[config.mk]
export PLATFORM = sky130hd
export DESIGN_NAME = fc_ibuf_ctrl_flat
export DESIGN_NICKNAME = d
export VERILOG_FILES = /design/src/rtl/fc_ctrl_pkg.sv /design/src/rtl/fc_ibuf_ctrl_if.sv /design/src/rtl/wrap_cnt.sv /design/src/rtl/fc_ibuf_ctrl.sv /design/src/flat_wrapper.sv
export SDC_FILE = /design/constraint.sdc
export NUM_CORES = 1
export LEC_CHECK = 0
export CORE_ASPECT_RATIO = 1.1
export CORE_MARGIN = 5
export CORE_UTILIZATION = 43
export DETAILED_ROUTE_END_ITERATION = 10
export PLACE_DENSITY_LB_ADDON = 0.15
export SLEW_MARGIN = 20
export SYNTH_ARGS = -nofsm -noshare
export SYNTH_HDL_FRONTEND = slang
export SYNTH_SLANG_ARGS = --single-unit
export TNS_END_PERCENT = 10
[constraint.sdc]
create_clock -name clk -period 1.1 [get_ports clk]
set_input_delay 0.165 -clock clk [delete_from_list [all_inputs] [get_ports clk]]
set_output_delay 0.165 -clock clk [all_outputs]
set_load 0.1 [all_outputs]
[src/rtl/fc_ctrl_pkg.sv]
// fc_ctrl_pkg: shared types for the FC input buffer sequencer.
// State encoding and a width helper.
package fc_ctrl_pkg;

  typedef enum logic [1:0] {
    LOAD,
    STREAM,
    SHIFT,
    DONE
  } state_t;

  function automatic int clog2p1(input int n);
    return $clog2(n) + 1;
  endfunction

endpackage

[src/rtl/fc_ibuf_ctrl_if.sv]
// fc_ibuf_ctrl_if: load and stream handshakes plus buffer controls.
// master = sequencer, slave = environment (prev layer, buffer, xbar).
interface fc_ibuf_ctrl_if #(
  parameter int ADDR_W = 4,
  parameter int BIT_W  = 4
);
  logic              i_in_valid;
  logic              o_in_ready;
  logic              o_we;
  logic              o_se;
  logic [ADDR_W-1:0] o_ibuf_addr;
  logic              o_xbar_valid;
  logic              i_xbar_ready;
  logic [BIT_W-1:0]  o_bit_idx;
  logic              o_last_bit;
  logic              o_done;

  modport master (
    input  i_in_valid, i_xbar_ready,
    output o_in_ready, o_we, o_se, o_ibuf_addr,
    output o_xbar_valid, o_bit_idx, o_last_bit, o_done
  );

  modport slave (
    output i_in_valid, i_xbar_ready,
    input  o_in_ready, o_we, o_se, o_ibuf_addr,
    input  o_xbar_valid, o_bit_idx, o_last_bit, o_done
  );
endinterface

[src/rtl/wrap_cnt.sv]
// wrap_cnt: counter that wraps to zero at TERM.
// Synchronous clear has priority over enable.
module wrap_cnt #(
  parameter int W    = 4,
  parameter int TERM = 7
) (
  input  logic         clk,
  input  logic         rst_n,
  input  logic         clr,
  input  logic         en,
  output logic [W-1:0] cnt,
  output logic         term
);
  localparam logic [W-1:0] TV = W'(TERM);

  assign term = (cnt == TV);

  // count up, wrap at terminal value
  always_ff @(posedge clk) begin
    if (!rst_n || clr) cnt <= '0;
    else if (en) cnt <= term ? '0 : cnt + W'(1);
  end
endmodule

[src/rtl/fc_ibuf_ctrl.sv]
// fc_ibuf_ctrl: loads FIFO_LENGTH words, then streams the buffer
// bit-serially, LSB plane first, pulsing shift between planes.
module fc_ibuf_ctrl
  import fc_ctrl_pkg::*;
#(
  parameter int DATA_SIZE   = 8,
  parameter int FIFO_LENGTH = 16,
  parameter int NUM_ADDR    = 8,
  parameter int ADDR_W      = clog2p1(NUM_ADDR),
  parameter int BIT_W       = clog2p1(DATA_SIZE)
) (
  input logic           clk,
  input logic           rst_n,
  fc_ibuf_ctrl_if.master bus
);
  localparam int LOAD_W = clog2p1(FIFO_LENGTH);

  state_t state, state_nx;

  logic              we, hs;
  logic              load_term, addr_term, bit_term;
  logic [LOAD_W-1:0] unused_load_cnt;
  logic [ADDR_W-1:0] addr_cnt;
  logic [BIT_W-1:0]  bit_cnt;

  assign we = (state == LOAD) & bus.i_in_valid;
  assign hs = (state == STREAM) & bus.i_xbar_ready;

  wrap_cnt #(.W(LOAD_W), .TERM(FIFO_LENGTH-1)) u_load (
    .clk(clk), .rst_n(rst_n),
    .clr(state == DONE), .en(we),
    .cnt(unused_load_cnt), .term(load_term)
  );

  wrap_cnt #(.W(ADDR_W), .TERM(NUM_ADDR-1)) u_addr (
    .clk(clk), .rst_n(rst_n),
    .clr(state == DONE), .en(hs),
    .cnt(addr_cnt), .term(addr_term)
  );

  wrap_cnt #(.W(BIT_W), .TERM(DATA_SIZE-1)) u_bit (
    .clk(clk), .rst_n(rst_n),
    .clr(state == DONE), .en(state == SHIFT),
    .cnt(bit_cnt), .term(bit_term)
  );

  // state register
  always_ff @(posedge clk) begin
    if (!rst_n) state <= LOAD;
    else state <= state_nx;
  end

  // next-state decode
  always_comb begin
    state_nx = state;
    unique case (state)
      LOAD:   if (we && load_term) state_nx = STREAM;
      STREAM: if (hs && addr_term)
                state_nx = bit_term ? DONE : SHIFT;
      SHIFT:  state_nx = STREAM;
      DONE:   state_nx = LOAD;
      default: state_nx = LOAD;
    endcase
  end

  assign bus.o_in_ready   = (state == LOAD);
  assign bus.o_we         = we;
  assign bus.o_se         = (state == SHIFT);
  assign bus.o_xbar_valid = (state == STREAM);
  assign bus.o_ibuf_addr  = addr_cnt;
  assign bus.o_bit_idx    = bit_cnt;
  assign bus.o_last_bit   = (state == STREAM) & bit_term;
  assign bus.o_done       = (state == DONE);
endmodule

[src/flat_wrapper.sv]
// flat-port wrapper written by rule: the top's interface ports become plain ports
module fc_ibuf_ctrl_flat import fc_ctrl_pkg::*;
#(
  parameter int DATA_SIZE   = 8,
  parameter int FIFO_LENGTH = 16,
  parameter int NUM_ADDR    = 8,
  parameter int ADDR_W      = clog2p1(NUM_ADDR),
  parameter int BIT_W       = clog2p1(DATA_SIZE)
)
  (clk, rst_n, bus_i_in_valid, bus_i_xbar_ready, bus_o_in_ready, bus_o_we, bus_o_se, bus_o_ibuf_addr, bus_o_xbar_valid, bus_o_bit_idx, bus_o_last_bit, bus_o_done);
  fc_ibuf_ctrl_if #(.ADDR_W(ADDR_W), .BIT_W(BIT_W)) bus_i ();
  input logic clk;
  input logic rst_n;
  input wire logic [$bits(bus_i.i_in_valid)-1:0] bus_i_in_valid;
  input wire logic [$bits(bus_i.i_xbar_ready)-1:0] bus_i_xbar_ready;
  output wire logic [$bits(bus_i.o_in_ready)-1:0] bus_o_in_ready;
  output wire logic [$bits(bus_i.o_we)-1:0] bus_o_we;
  output wire logic [$bits(bus_i.o_se)-1:0] bus_o_se;
  output wire logic [$bits(bus_i.o_ibuf_addr)-1:0] bus_o_ibuf_addr;
  output wire logic [$bits(bus_i.o_xbar_valid)-1:0] bus_o_xbar_valid;
  output wire logic [$bits(bus_i.o_bit_idx)-1:0] bus_o_bit_idx;
  output wire logic [$bits(bus_i.o_last_bit)-1:0] bus_o_last_bit;
  output wire logic [$bits(bus_i.o_done)-1:0] bus_o_done;
  assign bus_i.i_in_valid = bus_i_in_valid;
  assign bus_i.i_xbar_ready = bus_i_xbar_ready;
  assign bus_o_in_ready = bus_i.o_in_ready;
  assign bus_o_we = bus_i.o_we;
  assign bus_o_se = bus_i.o_se;
  assign bus_o_ibuf_addr = bus_i.o_ibuf_addr;
  assign bus_o_xbar_valid = bus_i.o_xbar_valid;
  assign bus_o_bit_idx = bus_i.o_bit_idx;
  assign bus_o_last_bit = bus_i.o_last_bit;
  assign bus_o_done = bus_i.o_done;
  fc_ibuf_ctrl #(.DATA_SIZE(DATA_SIZE), .FIFO_LENGTH(FIFO_LENGTH), .NUM_ADDR(NUM_ADDR), .ADDR_W(ADDR_W), .BIT_W(BIT_W)) u_core (.clk(clk), .rst_n(rst_n), .bus(bus_i));
endmodule
Yosys cells after proc, flatten, opt, wreduce, memory -nomap -nowiden
Index checks and enable logic that the tools add are counted.
W data, S select, Z words.
- $add $sub $neg: 3
- equality and inequality tests: 8
- multiplexer cells: 7
- bitwise gates (word level): 3
- reduce and logical (&&, ||, !) cells: 6
- operators with widths (operator ; count):
    $add A4 B1 Y4 const B ; 2
    $eq A4 B3 Y1 const B ; 2
    $mux W4 ; 2
    $pmux W2 S4 ; 1
    $add A5 B1 Y5 const B ; 1
    $eq A5 B4 Y1 const B ; 1
    $mux W5 ; 1
    $eq A2 B2 Y1 const B ; 2
    $mux W2 ; 2
    $ne A2 B1 Y1 const B ; 2
    $and A1 B1 Y1 ; 3
    $eq A2 B1 Y1 const B ; 1
    $logic_and A1 B1 Y1 ; 2
    $logic_not A2 Y1 ; 1
    $reduce_and A2 Y1 ; 1
    $logic_not A1 Y1 ; 1
    $logic_or A1 B1 Y1 ; 1
    $mux W1 ; 1
- flip-flop bits (word level): 15
- output and inout bits: 14
- word-level logic and storage cells: 31

Depth between registers and ports, before layout
Gate-level depths: netlist (run 1).
- word-level depth: 5
- gate-level depth with buffers: 4

Modules after synthesis
Synthesis (run 1) repeated with hierarchy kept, for this count alone.
- cell total of the unflattened synthesis: 78
- area total of the unflattened synthesis: 738.2 µm²
- modules (own cells, without submodules) (module ; times used ; cells each ; area an instance (µm²) ; sequential area each (µm²)):
    wrap_cnt at u_core.u_addr ... ; 2 ; 19 ; 187.7 ; 80.1
    wrap_cnt at u_core.u_load ; 1 ; 26 ; 227.7 ; 100.1
    fc_ibuf_ctrl ; 1 ; 14 ; 135.1 ; 40.0

Worst setup path before layout (run 1)
OpenSTA, ideal clock, no wires.
- path type: reg-to-output
- start: register u_core.u_bit.cnt[0]
- end: output port bus_o_last_bit
- arrival: 3.657 ns
- data required time: 0.935 ns
- slack: -2.722 ns
- stages on the path, launching flop included: 4
- cells stage by stage: dfxtp_1 ha_1 nand3b_1 nor3b_1
- longest elaborated chain between the ends: 2
- RTL lines (element ; line ; text):
    start: declaration ; wrap_cnt.sv:11 ; output logic [W-1:0] cnt,
    start signal: assignment ; wrap_cnt.sv:21 ; else if (en) cnt <= term ? '0 : cnt + W'(1);
    $eq A4 B3 Y1 ; wrap_cnt.sv:16 ; assign term = (cnt == TV);
    $and A1 B1 Y1 ; fc_ibuf_ctrl.sv:72 ; assign bus.o_last_bit = (state == STREAM) & bit_term;
    end: declaration ; flat_wrapper.sv:22 ; output wire logic [$bits(bus_i.o_last_bit)-1:0] bus_o_last_bit;
No other way between the ends.

Worst setup path after layout (run 1)
- start: register u_core.u_bit.cnt[1]
- end: output port bus_o_last_bit
Same word-level chain as after synthesis.

==> results of run 1 <==
## power breakdown
part           leakage (µW)  internal (µW)  total, µW  switching (µW)
clock network     0.0000177            135        319             184
registers          0.000128            533        537            3.25
logic              0.000528           69.7        133            62.9
## worst max-delay path, stage by stage, from the launching register on
cell and delay, ps:
dfxtp_4 370, ha_4 130, nand3b_1 150, nor3b_4 260
buf_12 210
## repair_timing
item	4_1_cts	5_1_grt
setup buffers	4	4
gates resized for setup	26	12
pin swaps	11	5
hold endpoints to repair	0	0
endpoints found under the setup margin	26	27
## area by class of cell
cell class | count | area [µm²] | area share (%)
Timing Repair Buffer | 54 | 661 | 41.9
Multi-Input combinational cell | 58 | 532 | 33.7
Sequential cell | 15 | 328 | 20.8
Clock buffer | 3 | 22.5 | 1.43
Tap cell | 18 | 22.5 | 1.43
Inverter | 2 | 7.51 | 0.476
Clock inverter | 1 | 5.00 | 0.317
## placed cells by master (no fill, tap or decap), drive strengths merged, types with 2 or more instances in the layout
cell type	netlist	final
nand3	4	4
nor2	4	4
nand2b	5	5
o21ai	2	2
xor2	3	3
nor3b	4	4
ha	3	3
inv	2	2
nand2	4	4
clkbuf	0	3
a211oi	2	2
dfxtp	15	15
a21oi	5	5
nand3b	5	5
nand4b	3	3
clkdlybuf4s50	0	3
buf	3	51
## stage by stage
stage          setup WS [ps]  hold slack, ps  cell area [µm²]  std cells  total power (µW)
2_1_floorplan           -812             311              821         78               601
3_3_place_gp            -340             456             1360        139               654
3_5_place_dp            -404             463             1360        139               658
4_1_cts                 -451             475             1500        147               984
5_1_grt                 -535             494             1580        151              1030
6_report                -467             478             1580        151               988
## cell families (layout without fill, tap and decap cells)
| family | after synthesis | after routing |
|---|---|---|
| and+or+nand+nor | 37 | 37 |
| adders and majority gates | 3 | 3 |
| DFF | 15 | 15 |
| buffers and inverters | 5 | 60 |
| AOI/OAI and AO/OA | 14 | 14 |
| xor gates and xnor gates | 4 | 4 |
## worst paths after layout
check | from | to
worst min-delay path | u_core.u_load.cnt[4] | u_core.u_load.cnt[4]
worst max register to register | u_core.state[1] | u_core.u_load.cnt[0]
worst min register to register | u_core.u_load.cnt[4] | u_core.u_load.cnt[4]
worst max-delay path | u_core.u_bit.cnt[1] | bus_o_last_bit
## cell usage after synthesis (all sizes together) (2+ instances only)
cell type  instances  share of area (%)
dfxtp             15                 39
a21oi              5                3.2
nand2b             5                4.1
nand3b             5                4.9
nand2              4                1.9
nand3              4                2.6
nor2               4                1.9
nor3b              4                6.0
buf                3                3.6
ha                 3                4.9
nand4b             3                5.4
xor2               3                3.4
a211oi             2                2.6
inv                2               0.97
o21ai              2                1.3
## layer usage
metal / GRT usage, % / vias up / share of wire (%)
met5: 0 / - / 0
li1: - / 396 / -
met3: 2.72 / 4 / 2.5
met4: 7.23 / 0 / 1.9
met1: 21.3 / 399 / 38
met2: 39.1 / 17 / 58
## registers in the layout (all words and copies together) (netlist names)
register,count
u_core.u_load.cnt,5
u_core.u_addr.cnt,4
u_core.u_bit.cnt,4
u_core.state,2
==> results_dict.tcl, run 1 <==
set metrics [dict create \
    fin_crit_ps 1570 \
    clk_latency_ps 280 \
    vias 816 \
    synth_fa_ha_area_share_pct 4.87 \
    hp-class "reg2reg" \
    htreeDepth 1 \
    io_buffers 17 \
    synthSimpleGateAreaFrac_pct 34.3 \
    fin_tns_setup_ps -3790 \
    finClkSkew_ps 0.475 \
    syn_area_um2 771 \
    drv_cap 0 \
    cts_tree "built" \
    drive_gt1_share_pct 63.2 \
    ant_nets 0 \
    fin_crit_sh_pct 142 \
    wl_per_cell_um 17.7 \
    clock_path_buffers 2 \
    grt_pass1_vias 854 \
    die_w_um 50.4 \
    drv_slew 0 \
    vias_per_cell 5.40 \
    slew_headroom_pct 84.2 \
    fin_util_pct 90.6 \
    worst_pin_slew_ps 234 \
    synth_compound_area_share_pct 12.8 \
    avgSynthCellArea_um2 9.88 \
    hold_violations 0 \
    rows 16 \
    clock_sinks 15 \
    dp_hpwl_um 1630 \
    drtIter0Drc 16 \
    antennaDiodeCount 0 \
    grt_pass1_wl_um 4020 \
    start_util_pct 44.3 \
    rsz0062_at_grt "yes" \
    gr-total-overflow 0 \
    synth_ff_type "dfxtp_1" \
    syn_nets 85 \
    worst_ep_required_time_ps 940 \
    drc 0 \
    die-height_um 54.4 \
    area_growth_pct 105 \
    num-fill-cells 65 \
    antenna_found_initial 0 \
    fmax_ghz 0.638 \
    r2r_slack_ps -300 \
    min_path_cells 1 \
    core_um2 1740 \
    ir_worst_vdd_v 0.000659 \
    setup_viol 22 \
    synth.yosys.seq_area_share_pct 39.0 \
    dr.pass1.iters 5 \
    setup.worst_path.start_class "register" \
    grt_max_degree 10 \
    crit_path_end_kind "output port" \
    timing.final.ws_setup_ps -467 \
    status "finished, violations left" \
    leakage_uw 0.000674 \
    nets 141 \
    path_clk_slew_ps 90 \
    cp.arrival_ps 1400 \
    grtUsageTotal_pct 19.8 \
    worst-setup-path-type "reg2out" \
    cts-hold-fix-buffers 0 \
    die_area_um2 2740 \
    pin_count 18 \
    async_reset_ff_share_pct 0 \
    ys_seq_elements 15 \
    numCtsBuffers 3 \
    p_per_area_nw_per_um2 626 \
    synth_edf_count 0 \
    gp_routability_congestion 0.787 \
    yosys.cell_types.count 34 \
    synth.area.mux_share_pct 0 \
    synth_xor_area_share_pct 4.55 \
    reg2reg_depth 7 \
    drt-total-wl_um 2680 \
    root_buffer "clkbuf_4" \
    path_max_fanout 2 \
    synth_top_family_by_area "simple AND/OR/NAND/NOR gates" \
    yosys_warnings 0 \
    violations "negative setup slack" \
    synth_cells 78 \
]
Power figures use the tool's default switching activity.
==> run 2: changes to the inputs <==
--- a/config.mk
+++ b/config.mk
@@ -7,9 +7,9 @@
 export LEC_CHECK = 0
 export CORE_ASPECT_RATIO = 1.1
 export CORE_MARGIN = 5
-export CORE_UTILIZATION = 43
+export CORE_UTILIZATION = 45
 export DETAILED_ROUTE_END_ITERATION = 10
-export PLACE_DENSITY_LB_ADDON = 0.15
+export PLACE_DENSITY = 0.73
 export SLEW_MARGIN = 20
 export SYNTH_ARGS = -nofsm -noshare
 export SYNTH_HDL_FRONTEND = slang
==> constraint.sdc (replaced) <==
create_clock -name clk -period 1.5 [get_ports clk]
set_input_delay 0.225 -clock clk [delete_from_list [all_inputs] [get_ports clk]]
set_output_delay 0.225 -clock clk [all_outputs]
set_load 0.1 [all_outputs]
==> results_dict.tcl, run 2 (synthesized netlist as in run 1, its figures left out) <==
set metrics [dict create \
    status "finished, violations left" \
    violations "negative setup slack" \
    finClkSkew_ps 2.26 \
    drt-total-wl_um 1610 \
    p_clk_share_pct 33.3 \
    worst_ep_required_time_ps 1270 \
    dpl_worst_slack_ps -28.6 \
    grtUsageTotal_pct 14.3 \
    worst_pin_slew_ps 296 \
    rows 15 \
    r2r_start "u_core.u_bit.cnt[1]" \
    r2r-end "u_core.u_bit.cnt[0]" \
    hold_path_startpoint "bus_i_in_valid" \
    wl_per_cell_um 13.1 \
    cts_tree "built" \
    ir_worst_vdd_v 0.000426 \
    largest_registers "u_core.u_load.cnt: 5 flops, u_core.u_addr.cnt: 4 flops, u_core.u_bit.cnt: 4 flops" \
    pin_count 18 \
    cpPeakStageDelay_ps 360 \
    gr-usage-met1_pct 16.6 \
    io_buffers 17 \
    clk_latency_ps 280 \
    p_int_uw 529 \
    vias 674 \
    gp_routability_congestion 0.782 \
    reg2reg_depth 6 \
    fmax_ghz 0.617 \
    leakage_uw 0.000524 \
    cp.arrival_ps 1400 \
    clock_path_buffers 2 \
    drc 0 \
    slowest_stage "dfxtp_4" \
    drtIter0Drc 9 \
    use_met3_pct 2.82 \
    root_buffer "clkbuf_4" \
    drv_cap 0 \
    dp_hpwl_um 1240 \
    busiest_layer "met2" \
    setup_viol 1 \
    worst-setup-path-type "reg2out" \
    regMostFlops "u_core.u_load.cnt" \
    slew_headroom_pct 80.0 \
    fin_tns_setup_ps -121 \
    drive_gt1_share_pct 38.7 \
    r2r_slack_ps 70 \
    path_delay_family "simple AND/OR/NAND/NOR gates" \
    hp-class "in2reg" \
    p_switching_uw 163 \
    final_cell_mix "buf_12 (15), dfxtp_1 (9), buf_4 (8)" \
    grt_pass1_wl_um 2900 \
    htreeDepth 1 \
    start_util_pct 48.3 \
    path_max_fanout 3 \
    placed_cells 115 \
    drv_slew 0 \
    fin_crit_sh_pct 108 \
    crit_chain "ha_4, nand3b_1, nor3b_4, buf_12" \
    min_path_cells 4 \
    grt_pass1_vias 659 \
    final_common_cell "buf_12" \
    core_um2 1600 \
    pwr-share-comb_pct 9.2 \
    fin_total_pwr_uw 692 \
    largest_reg_flops 5 \
    antennaDiodeCount 0 \
    fin_crit_ps 1620 \
    hold_violations 0 \
    crit_path_end_kind "output port" \
    cp_num_buf_inv 1 \
    fin_util_pct 78.3 \
    numCtsBuffers 3 \
    switching_share_pct 23.5 \
    fin_cells 123 \
    die-height_um 53.4 \
    nets 114 \
    setup.worst_path.start_class "register" \
    die_area_um2 2640 \
    path_clk_slew_ps 90 \
    timing.final.ws_setup_ps -121 \
    holdPathEnd "u_core.state[0]" \
    gr-total-overflow 0 \
    seqPwrFrac_pct 57.5 \
    die_w_um 49.5 \
    p_per_area_nw_per_um2 554 \
    area_growth_pct 62.0 \
    ant_nets 0 \
    clock_sinks 15 \
    vias_per_cell 5.48 \
    use_met2_pct 25.1 \
    dr.pass1.iters 2 \
    rsz0062_at_grt "yes" \
    antenna_found_initial 0 \
    grt_max_degree 14 \
    startpoint "u_core.u_bit.cnt[1]" \
]
[run 2: changes by cell type in the layout (fill, tap and decap cells not counted), moves of 3 or more]
cell,before,now
a21oi_2,3,0
dfxtp_2,4,1
buf_6,16,1
a21oi_1,2,5
buf_4,20,8
dfxtp_1,5,9
[run 2: final cells by class]
cell class | count | area, µm²
inverters | 2 | 7.51
clock buffers | 4 | 26.3
flip-flops and latches | 15 | 320
well taps | 17 | 21.3
fillers | 106 | 347
multi-input cells | 58 | 469
repair buffers | 27 | 404
[run 2: how the worst max path moves through the flow]
stage | to | slack (ps) | cells after the start
CTS | bus_o_last_bit | -110 | 4
floorplan | bus_o_last_bit | -470 | 3
global placement | u_core.u_addr.cnt[3] | -3 | 4
global route | bus_o_last_bit | -180 | 4
detailed placement | u_core.u_addr.cnt[3] | -30 | 4
finish | bus_o_last_bit | -120 | 4
[run 2: what timing repair did]
item                       4_1_cts  5_1_grt
setup endpoints to repair        6        6
pin swaps                        1        2
hold buffers                     0        0
gates resized for setup          3        4
setup buffers                    3        1
gates cloned                     0        0
[run 2: per-stage QoR]
stage | area [µm²] | hold WS [ps]
floorplan | 812 | 371
global placement | 1170 | 455
detailed placement | 1170 | 473
CTS | 1230 | 485
global route | 1250 | 332
finish | 1250 | 338
[run 2: tightest hold or removal path: stages]
cell            delay, ps
dlymetal6s2s_1        140
inv_1                  60
o21a_1                120
a211oi_1               40
[run 2: layer usage]
layer	routed length [µm]	share of wire, %
met4	27	1.7
met3	66	4.1
met2	808	50
met1	710	44
met5	0	0
[run 2: power by group through the flow]
stage               Clock [µW]  Sequential (µW)  Combinational, µW
floorplan                    0              410               30.3
global placement             0              410               62.3
CTS                        239              401               64.8
global route               262              399               68.9
finish                     230              398               63.9
detailed placement           0              411               64.1
==> edit 1, RTL diff (settings of run 1) <==
Reset style: asynchronous (`rst_n`), changed in one clocked block.
--- a/src/rtl/fc_ibuf_ctrl.sv
+++ b/src/rtl/fc_ibuf_ctrl.sv
@@ -46,5 +46,5 @@
 
   // state register
-  always_ff @(posedge clk) begin
+  always_ff @(posedge clk or negedge rst_n) begin
     if (!rst_n) state <= LOAD;
     else state <= state_nx;
Function: same outputs for any inputs over 10 cycles, from zero or initial values and one cycle with rst_n low; that may be too few to reach the edited logic, so the function may still have changed.
==> edit 1 against run 1 <==
Critical path type unchanged; register-to-register slack worse by 0.14 ns; core utilization is 2.5 points lower; highest routed layer unchanged; the flow still finishes with violations (negative setup slack); area after synthesis down 0.65%; final area down 2.8%; sequential cell count unchanged; worst setup slack got worse by 0.042 ns; wire length fell by 11%; non-clock buffer count fell by 7; synthesized cell count increased by 2.6%.
Power is not compared: it rests on default switching activity, and its combinational part moved more than twofold at a synthesized area within 25%.
==> edit 1: results (changes against run 1) <==
| Metric | Value |
|---|---|
| Status | `finished, violations left (unchanged)` |
| Failing checks | `negative setup slack (unchanged)` |
| Synth unique cells | `34 (unchanged)` |
| Worst slew margin | `80.8% (was 84.2%)` |
| Register area share after synthesis | `40.5% (was 39.0%)` |
| Worst skew pair latency | `0.29 ns` |
| Synth cell count leaders | `dfxtp_1, nor2_1, nand2b_1, nand3_1, o21ai_0 (was dfxtp_1, a21oi_1, nand2b_1, nand3b_1)` |
| Initial DRT Pass Iterations | `4 (was 5)` |
| Syn_nets | `87 (was 85)` |
| Fillers | `77 (was 65)` |
| Async set-reset flop share out of synthesis | `13.3% (was 0%)` |
| Vias in the first global route | `806 (was 854)` |
| Reg-to-reg slack, setup | `-0.44 ns (was -0.30 ns)` |
| WP data arrival | `1.44 ns (was 1.40 ns)` |
| Layout cells sized above 1 | `62.8% (was 63.2%)` |
| GPL Wtd Cong | `0.792 (was 0.787)` |
| Setup Viol. Count Final | `22 (unchanged)` |
| CP Max Fanout | `2 (unchanged)` |
| Iter 0 DRT Violations | `9 (was 16)` |
| Final net count | `137 (was 141)` |
| First-pass GRT wire length | `3.81 mm (was 4.02 mm)` |
| Worst vdd ir | `711 µV` |
| Min-Delay Path Class | `in -> async (was reg -> reg)` |
| Clk_skew | `0.00190 ns (was 0.000475 ns)` |
| DR vias | `773 (was 816)` |
| Final worst-path setup slack | `-0.509 ns (was -0.467 ns)` |
| Top cells by area, synth | `dfxtp_1, dfrtp_1, ha_1 (was dfxtp_1, ha_1, nand3b_1)` |
| Final WL | `2.37 mm (was 2.68 mm)` |
| Hold slack | `0.149 ns (was 0.478 ns)` |
| Pre-CTS setup slack | `-0.571 ns (was -0.404 ns)` |
| GRT Overall Usage | `19.1% (was 19.8%)` |
| ANT cells | `0 (unchanged)` |
| Detailed placer's ending HPWL | `1.57 mm (was 1.63 mm)` |
## edit 1: layer usage
| metal | vias to the layer above | global-route usage [%] | routed length, µm |
|---|---|---|---|
| li1 | 379 | - | - |
| met1 | 369 | 23.6 | 946 |
| met2 | 18 | 32.2 | 1270 |
| met3 | 7 | 2.72 | 85 |
| met4 | 0 | 10.5 | 68 |
| met5 | - | 0 | 0 |
## edit 1: cell families (layout without fill, tap and decap cells)
family	count (synthesis)	after routing	synth area share, %
AO/OA/AOI/OAI	13	13	10.9
XOR/XNOR	5	5	5.72
adder cells (fa/ha/maj)	3	3	4.90
buffers and inverters	5	54	3.59
flip-flops	15	15	40.5
multiplexers	2	2	2.61
AND/OR/NAND/NOR	37	37	31.7
## edit 1: critical path: cells and delay by family, from the launching register on
family                   cells  cell delay (ns)
adder cells (fa/ha/maj)      1             0.15
AND/OR/NAND/NOR              2             0.36
flip-flops                   1             0.36
buffers and inverters        2             0.28
## edit 1: power breakdown
group | total (mW) | switching [mW] | internal, mW
sequential | 0.560 | 0.00796 | 0.552
combinational | 0.276 | 0.152 | 0.124
clock | 0.332 | 0.196 | 0.136
total | 1.17 | 0.356 | 0.812
## edit 1: worst paths after layout
check	from	end	cells after the start
setup / recovery	u_core.u_bit.cnt[0]$_SDFFE_PP0P_	bus_o_last_bit	5
hold / removal	rst_n	u_core.state[0]$_DFFE_PN0P_	2
setup reg to reg	u_core.u_bit.cnt[0]$_SDFFE_PP0P_	u_core.u_bit.cnt[3]$_SDFFE_PP0P_	5
hold reg to reg	u_core.u_load.cnt[3]$_SDFFE_PP0P_	u_core.u_load.cnt[3]$_SDFFE_PP0P_	2
max in group asynchronous	rst_n	u_core.state[1]$_DFFE_PN0P_	2
min in group clk	u_core.u_load.cnt[3]$_SDFFE_PP0P_	u_core.u_load.cnt[3]$_SDFFE_PP0P_	2
## edit 1: per-stage QoR
stage | std cells | power, mW | TNS, ns | instance area (µm²)
after floorplan | 80 | 0.706 | -6.64 | 807
after global placement | 138 | 0.815 | -5.55 | 1320
after detailed placement | 138 | 0.818 | -6.13 | 1320
after CTS | 146 | 1.17 | -5.51 | 1490
after global routing | 147 | 1.22 | -7.16 | 1530
final | 147 | 1.17 | -5.89 | 1530
## edit 1: area by class of cell
type,instances,area share [%]
repair buffers,47,39.6
clock buffers,3,1.47
well taps,18,1.47
clock inverters,1,0.326
inverters,3,1.14
flip-flops and latches,15,21.4
multi-input cells,60,34.6
## edit 1: what timing repair did
action,4_1_cts,5_1_grt
hold buffers,0,0
gates resized for setup,32,10
setup buffers,4,1
pin swaps,12,2
endpoints found under the setup margin,24,28
==> edit 2, RTL diff (settings of run 1) <==
Made on the original files. `FIFO_LENGTH` is set to 16 in 2 places; all go to 32.
--- a/src/rtl/fc_ibuf_ctrl.sv
+++ b/src/rtl/fc_ibuf_ctrl.sv
@@ -5,5 +5,5 @@
 #(
   parameter int DATA_SIZE   = 8,
-  parameter int FIFO_LENGTH = 16,
+  parameter int FIFO_LENGTH = 32,
   parameter int NUM_ADDR    = 8,
   parameter int ADDR_W      = clog2p1(NUM_ADDR),
--- a/src/flat_wrapper.sv
+++ b/src/flat_wrapper.sv
@@ -3,5 +3,5 @@
 #(
   parameter int DATA_SIZE   = 8,
-  parameter int FIFO_LENGTH = 16,
+  parameter int FIFO_LENGTH = 32,
   parameter int NUM_ADDR    = 8,
   parameter int ADDR_W      = clog2p1(NUM_ADDR),
Check against the original RTL: no difference found for any inputs over 10 cycles, from zero or initial values and one cycle with rst_n low; that may be too few to reach the edited logic, so the function may still have changed.
==> edit 2 against run 1 <==
The run still ends with negative setup slack left; worst setup slack improved by 0.012 ns; die area is 4.6% higher; area after synthesis rose by 5.7%; global-route usage fell by 0.44 points; hold slack improved by 0.032 ns; final area shrank 0.63%; sequential cell count up 1; power increased by 6.8%; count of clock-buffer cells in the layout up 1; non-clock buffer count fell by 3; sequential power is 9.1% higher; maximum frequency grew 0.78%; wire length is 0.26% higher; critical endpoint unchanged.
==> edit 2: results (changes against run 1) <==
| Metric | Value |
|---|---|
| Initial DRT Pass Iterations | `4 (was 5)` |
| Sum Neg Setup Slack | `-4.71 ns (was -3.79 ns)` |
| R2R depth | `5 (was 7)` |
| Synth cell count leaders | `dfxtp_1, a21oi_1, nand2_1, nor2_1 (was dfxtp_1, a21oi_1, nand2b_1, nand3b_1)` |
| Mapped Avg Cell Area | `8.85 µm² (was 9.88 µm²)` |
| Iter 0 DRT Violations | `15 (was 16)` |
| Placed cells | `151 (was 139)` |
| Layout cells sized above 1 | `55.9% (was 63.2%)` |
| Clk_skew | `0.00299 ns (was 0.000475 ns)` |
| DR vias/cell | `5.57 (was 5.40)` |
| GRT met2 Usage | `32.2% (was 39.1%)` |
| DP Area | `1380 µm² (was 1360 µm²)` |
| Setup Viol. Count Final | `27 (was 22)` |
| Mux contribution to synthesized area | `2.46% (was 0%)` |
| Worst R2R Start | `u_core.u_bit.cnt[0]$_SDFFE_PP0P_ (was u_core.state[1]$_SDFFE_PN0P_)` |
| Hold slack | `0.511 ns (was 0.478 ns)` |
| DR vias | `897 (was 816)` |
| GPL Wtd Cong | `0.840 (was 0.787)` |
| Worst slew margin | `77.0% (was 84.2%)` |
| Initial Utilization | `45.2% (was 44.3%)` |
| Reg-to-reg slack, setup | `-0.34 ns (was -0.30 ns)` |
| Hold path depth | `2 (was 1)` |
| Largest registers | `u_core.u_load.cnt: 6 flops, u_core.u_addr.cnt: 4 flops, u_core.u_bit.cnt: 4 flops (was u_core.u_load.cnt: 5 flops, u_core.u_addr.cnt: 4 flops, u_core.u_bit.cnt: 4 flops)` |
| Pre-CTS setup slack | `-0.439 ns (was -0.404 ns)` |
| Detailed placer's ending HPWL | `1.72 mm (was 1.63 mm)` |
| Status | `finished, violations left (unchanged)` |
| Area share of xor/xnor cells in the synthesized design | `3.23% (was 4.55%)` |
| Met3 usage | `4.29% (was 2.72%)` |
| Top cells by area, synth | `dfxtp_1, ha_1, a21oi_1 (was dfxtp_1, ha_1, nand3b_1)` |
| Syn_nets | `99 (was 85)` |
| Register area share after synthesis | `39.3% (was 39.0%)` |
| Postcts setup bufs | `3 (was 4)` |
| Vias in the first global route | `961 (was 854)` |
| Final WL | `2.69 mm (was 2.68 mm)` |
| Synth unique cells | `35 (was 34)` |
| HP Start | `u_core.u_bit.cnt[3]$_SDFFE_PP0P_ (was u_core.u_load.cnt[4]$_SDFFE_PP0P_)` |
| Final worst-path setup slack | `-0.455 ns (was -0.467 ns)` |
| R2r endpoint | `u_core.u_bit.cnt[3]$_SDFFE_PP0P_ (was u_core.u_load.cnt[0]$_SDFFE_PP0P_)` |
| Post-synthesis adder-cell area fraction | `4.61% (was 4.87%)` |
| GRT Overall Usage | `19.4% (was 19.8%)` |
| Worst skew pair latency | `0.30 ns (was 0.28 ns)` |
| Failing checks | `negative setup slack (unchanged)` |
edit 2: final cells by class:
class                   instances  area, µm²
flip-flops and latches         16        345
inverters                       4       17.5
repair buffers                 51        618
well taps                      18       22.5
clock buffers                   4       26.3
fillers                        80        234
multi-input cells              68        538
edit 2: power by group:
| group | total (mW) | leakage, nW | switching [mW] | internal [mW] |
|---|---|---|---|---|
| Sequential | 0.586 | 0.136 | 0.00758 | 0.579 |
| Combinational | 0.112 | 0.491 | 0.0536 | 0.0589 |
| Clock | 0.357 | 0.0150 | 0.215 | 0.142 |
edit 2: worst reg2reg max path: cells and delay by family, from the launching register on:
family / cells / cell delay, ns
buffers and inverters: 2 / 0.24
DFF: 1 / 0.37
adders and majority gates: 1 / 0.15
AOI/OAI and AO/OA: 1 / 0.12
and+or+nand+nor: 1 / 0.49
edit 2: metal layers:
layer	share of wire (%)	vias up
met5	0	-
met4	2.0	0
met3	3.1	5
met2	53	24
met1	42	431
li1	-	437
